## src/rtl/if_id_fetch_queue.sv

```systemverilog
// rtl/if_id_fetch_queue.sv - FIFO between fetch and decode with flush and NOP bubble on empty
module if_id_fetch_queue #(
    parameter int                INST_W   = 32,
    parameter int                PC_W     = 32,
    parameter int                DEPTH    = 4,
    parameter logic [INST_W-1:0] NOP_INST = 32'h00000000
) (
    input  logic                       Clk,
    input  logic                       Rst,
    input  logic                       push_valid,
    input  logic [INST_W-1:0]          push_inst,
    input  logic [PC_W-1:0]            push_pc,
    output logic                       push_ready,
    input  logic                       pop_ready,
    output logic                       pop_valid,
    output logic [INST_W-1:0]          pop_inst,
    output logic [PC_W-1:0]            pop_pc,
    input  logic                       flush,
    output logic [$clog2(DEPTH+1)-1:0] count
);

    localparam int PTR_W = $clog2(DEPTH);
    localparam int CNT_W = $clog2(DEPTH + 1);
    localparam logic [CNT_W-1:0] FULL_CNT = CNT_W'(DEPTH);

    logic [PC_W+INST_W-1:0] mem [DEPTH];
    logic [PTR_W-1:0]       wr_ptr;
    logic [PTR_W-1:0]       rd_ptr;
    logic                   push_fire;
    logic                   pop_fire;

    // Ready/valid depend on registered occupancy only; flush blocks both transfers.
    always_comb begin
        push_ready = (count != FULL_CNT);
        pop_valid  = (count != '0);
        push_fire  = push_valid & push_ready & ~flush;
        pop_fire   = pop_ready & pop_valid & ~flush;
    end

    // Head is read straight from storage; an empty queue presents a NOP bubble to decode.
    always_comb begin
        pop_inst = NOP_INST;
        pop_pc   = '0;
        if (pop_valid) begin
            pop_inst = mem[rd_ptr][INST_W-1:0];
            pop_pc   = mem[rd_ptr][PC_W+INST_W-1:INST_W];
        end
    end

    // Storage write; contents need no reset because count gates visibility.
    always_ff @(posedge Clk) begin
        if (push_fire) begin
            mem[wr_ptr] <= {push_pc, push_inst};
        end
    end

    // Pointer and occupancy update; flush and reset empty the queue.
    always_ff @(posedge Clk or posedge Rst) begin
        if (Rst) begin
            wr_ptr <= '0;
            rd_ptr <= '0;
            count  <= '0;
        end else if (flush) begin
            wr_ptr <= '0;
            rd_ptr <= '0;
            count  <= '0;
        end else begin
            if (push_fire) begin
                wr_ptr <= wr_ptr + PTR_W'(1);
            end
            if (pop_fire) begin
                rd_ptr <= rd_ptr + PTR_W'(1);
            end
            case ({push_fire, pop_fire})
                2'b10:   count <= count + CNT_W'(1);
                2'b01:   count <= count - CNT_W'(1);
                default: count <= count;
            endcase
        end
    end

endmodule

```

## config.mk

```make
export PLATFORM = sky130hd
export DESIGN_NAME = if_id_fetch_queue
export DESIGN_NICKNAME = d
export VERILOG_FILES = /design/src/rtl/if_id_fetch_queue.sv
export SDC_FILE = /design/constraint.sdc
export NUM_CORES = 1
export LEC_CHECK = 0
export ABC_AREA = 1
export CAP_MARGIN = 20
export CORE_MARGIN = 2
export CORE_UTILIZATION = 45
export CTS_BUF_LIST = sky130_fd_sc_hd__clkbuf_8 sky130_fd_sc_hd__clkbuf_16
export DETAILED_ROUTE_END_ITERATION = 10
export HOLD_SLACK_MARGIN = 0.1
export PLACE_DENSITY = 0.77
export SLEW_MARGIN = 5
export SYNTH_ARGS = -nofsm -noshare
export SYNTH_HDL_FRONTEND = slang
export SYNTH_SLANG_ARGS = --single-unit
```

## constraint.sdc

```tcl
create_clock -name Clk -period 11.5 [get_ports Clk]
set_input_delay 3.45 -clock Clk [delete_from_list [all_inputs] [get_ports Clk]]
set_output_delay 3.45 -clock Clk [all_outputs]
set_load 0.05 [all_outputs]
```

==> impl_metrics.csv <==
group,metric,value,unit
setup_path,worst_r2r_endpoint,"mem[0][42]",
cells_and_area,flow.area_growth_from_synthesis,23.4,%
timing,tns,0,ps
synth,ys_seq_elements,263,
setup_path,timing.critical_path.max_delay_family,"buffers and inverters",
timing,min_tclk_post_route,7430,ps
cells_and_area,ff_latch_area,0.00787,mm^2
synth,synth.largest_area_cell,"edfxtp_1",
placement,place.gp.congestion,0.769,
drt,route.detailed.drc,0,
cells_and_area,fillers,1809,
setup_path,reg2regPathDepth,7,
cells_and_area,antenna-diode-count,0,
synth,synth_nets,893,
synth,synthTopCellsByCount,"nor2_1, edfxtp_1, o21ai_0",
setup_path,cp_launch_point,"rd_ptr[0]",
setup_path,cp_data_required_time,8050,ps
timing,max-slew-margin-rel,0.304,
power,p_int,1.99,mW
drt,dr.pass1.iters,5,
setup_path,crit_path_end_kind,"primary output",
placement,post-place-ws,4600,ps
timing,post-route-period-util,0.646,
cells_and_area,num-nets-final,1020,
synth,synthesis.area_per_instance,12.6,um^2
min_path,timing.hold.worst_path_depth,2,
cells_and_area,fraction_of_final_layout_cells_sized_beyond_drive_strength_1,0.0622,
drt,violation_count_after_the_first_detailed_routing_iteration,456,
clock_tree,cts.hold.buffers_added,0,
clock_tree,clkLatencyLatePin,520,ps
power,power.share.combinational,0.399,
drt,detailroute.via_count,6565,
clock_tree,numClockSinks,263,
floorplan,num_rows,55,
setup_path,path_buf_inv,3,
run_status,outcome,"complete, no violations",
floorplan,core_area,0.0226,mm^2
setup_path,cp_data_arrival_time,3980,ps
global_route,use_met1,0.231,
timing,clock.fmax,135,MHz
timing,max_slew.worst_pin.slew,1040,ps
power,netSwitchingFraction,0.399,
power,power.density_cell_area,259,mW/mm^2
min_path,hp-start,"count[1]",
drt,drtAntennaViolNets,0,
floorplan,die_y,156,um
floorplan,die_width,156,um
synth,synth_edf_count,256,
timing,final_hold_fails,0,
drt,detail_route.vias_per_cell,5.26,
timing,worst_slack,4070,ps
clock_tree,htree_levels,1,
synth,synth-warning-count,0,
synth,post_synth_inst_count,819,
power,power_frac_seq,0.348,
setup_path,worst-setup-path-type,"reg2out",
setup_path,r2r_slack,8610,ps
global_route,met2_usage,0.321,
synth,synth_sequential_area_ratio,0.760,
setup_path,largest_fanout_on_the_critical_path,67,
synth,synth.distinct_cells,19,
global_route,globalRoute.totalOverflow,0,
clock_tree,post-cts-setup-buffer-count,0,
timing,setup_viol,0,
global_route,grtUsageTotal,0.180,
global_route,grt.met3_usage,0.0319,
synth,yosys-top-cells-area,"edfxtp_1, nor2_1, o21ai_0",
synth,yosys.cell_count.top_type,"nor2_1",
min_path,holdPathEnd,"count[1]",
placement,detailedPlacementHpwl,12000,um
global_route,grt_max_degree,71,
placement,count_of_port_buffers_added_during_placement,137,
setup_path,critical_path.startpoint_type,"register",
power,clockPowerShare,0.252,
clock_tree,clock_tree.root_cell,"clkbuf_16",
setup_path,cp_slowest_stage_delay,840,ps
global_route,number_of_antenna_violations_at_the_first_check_in_global_routing,1,
cells_and_area,postLayoutCellArea,0.0128,mm^2
clock_tree,cts.clk_slew.worst_paths,60,ps
floorplan,area_of_the_die,0.0242,mm^2
setup_path,critical_path.slowest_cell,"dfrtp_4",
cells_and_area,multi_input_comb_area,0.00219,mm^2
power,vdd_ir_drop_max,0.166,mV
timing,grt_setup_unrepaired,"no",
power,p_sw,1.32,mW
clock_tree,ctsResizeCount,0,
placement,placement.cell_area,0.0119,mm^2
global_route,busiest_layer,"met2",
clock_tree,cts_tree,"done",
clock_tree,clock_buffers_created_by_tritoncts,27,
setup_path,cp_cell_sequence,"clkinv_2 -> buf_4 -> o21ai_0 -> a21oi_1 -> clkdlybuf4s50_1",
power,total_leakage_power,4.33,nW
floorplan,io-pin-count,138,
run,max_cap_violations,0,
clock_tree,max_root_sink_buffers,3,
setup_path,worstReg2RegStart,"count[0]",
synth,dominant_synthesized_flop_cell,"edfxtp_1",
min_path,worstHoldPathType,"reg2reg",
drt,wirelength,22100,um
drt,route.detailed.wl_per_inst,17.7,um
global_route,grt_first_pass_wirelength,34400,um
global_route,grt_pass1_vias,6606,
power,report.power.total,3.31,mW
synth,area_share_of_the_largest_cell_type_after_synthesis,0.743,
synth,synthesis.area,0.0103,mm^2
timing,worst_clock_skew,10.6,ps
floorplan,initial_utilization,0.458,
synth,async_flop_share,0.0266,
timing,slew_viol_final,0,
power groups by stage:
| stage | logic (mW) | registers (mW) | clock network (mW) |
|---|---|---|---|
| 6_report | 1.32 | 1.15 | 0.835 |
| 5_1_grt | 1.40 | 1.16 | 0.891 |
| 4_1_cts | 1.33 | 1.15 | 0.849 |
| 3_5_place_dp | 1.32 | 1.17 | 0 |
| 3_3_place_gp | 1.31 | 1.17 | 0 |
| 2_1_floorplan | 0.903 | 1.17 | 0 |
registers in the layout, indices dropped and copies added (netlist names):
| register | flops |
|---|---|
| rd_ptr | 2 |
| count | 3 |
| mem | 256 |
| wr_ptr | 2 |
worst max path at each step:
stage / endpoint / cells after the start / slack (ps)
after global routing: pop_inst[26] / 5 / 3730
after global placement: pop_pc[1] / 5 / 4670
final: pop_inst[31] / 5 / 4070
after detailed placement: pop_inst[31] / 5 / 4600
after floorplan: mem[0][0] / 4 / 4550
after CTS: pop_inst[31] / 5 / 4030
routing by layer:
layer  up-vias  share of wire  routed length [um]
li1       3140              -                   -
met1      3179           0.42                9240
met2       215           0.51               11200
met3        29          0.057                1270
met4         2          0.015                 332
met5         -        0.00059                  13
logic make-up (layout without fill, tap and decap cells):
kind of cell,after synthesis,count (layout),synth area share
AOI/OAI and AO/OA,200,200,0.0970
xor gates and xnor gates,1,1,0.000847
adders and majority gates,5,5,0.00678
buffers and inverters,63,208,0.0306
DFF,263,263,0.760
and+or+nand+nor,287,287,0.104
final cells by class:
cell class / instances / area share
Tap cell: 285 / 0.0279
Timing Repair Buffer: 146 / 0.113
Multi-Input combinational cell: 493 / 0.172
Clock buffer: 27 / 0.0529
Inverter: 15 / 0.00451
Sequential cell: 263 / 0.616
Clock inverter: 20 / 0.0137
worst register-to-register path: stages, from the launching register on:
cell and delay (ps):
dfrtp_1 440, nor2_1 90, nand2_1 80, nand2_1 90, nor2_1 170, inv_1 200, nor2_4 830, buf_4 620
cells in the final DEF, fill, tap and decap left out:
cell type / count
xnor2_1: 1
a21oi_1: 67
dfrtp_1: 5
clkinvlp_4: 1
edfxtp_1: 256
nand3_1: 2
fa_1: 1
a21boi_0: 1
buf_4: 9
ha_1: 4
nor2_1: 259
clkbuf_16: 27
clkinv_1: 2
clkdlybuf4s50_1: 137
dfrtp_4: 1
inv_2: 2
o21ai_1: 4
bufinv_16: 3
nor2_4: 4
inv_1: 15
inv_6: 1
nand2_1: 22
dfrtp_2: 1
o21ai_0: 128
clkinv_2: 11
metrics by stage:
stage,cells,hold WS [ps],util
after floorplan,819,580,-
after global placement,1202,549,0.528
after detailed placement,1202,559,0.528
after CTS,1249,583,0.565
after global routing,1249,631,0.565
final,1249,571,0.565
Power figures use the tool's default switching activity.
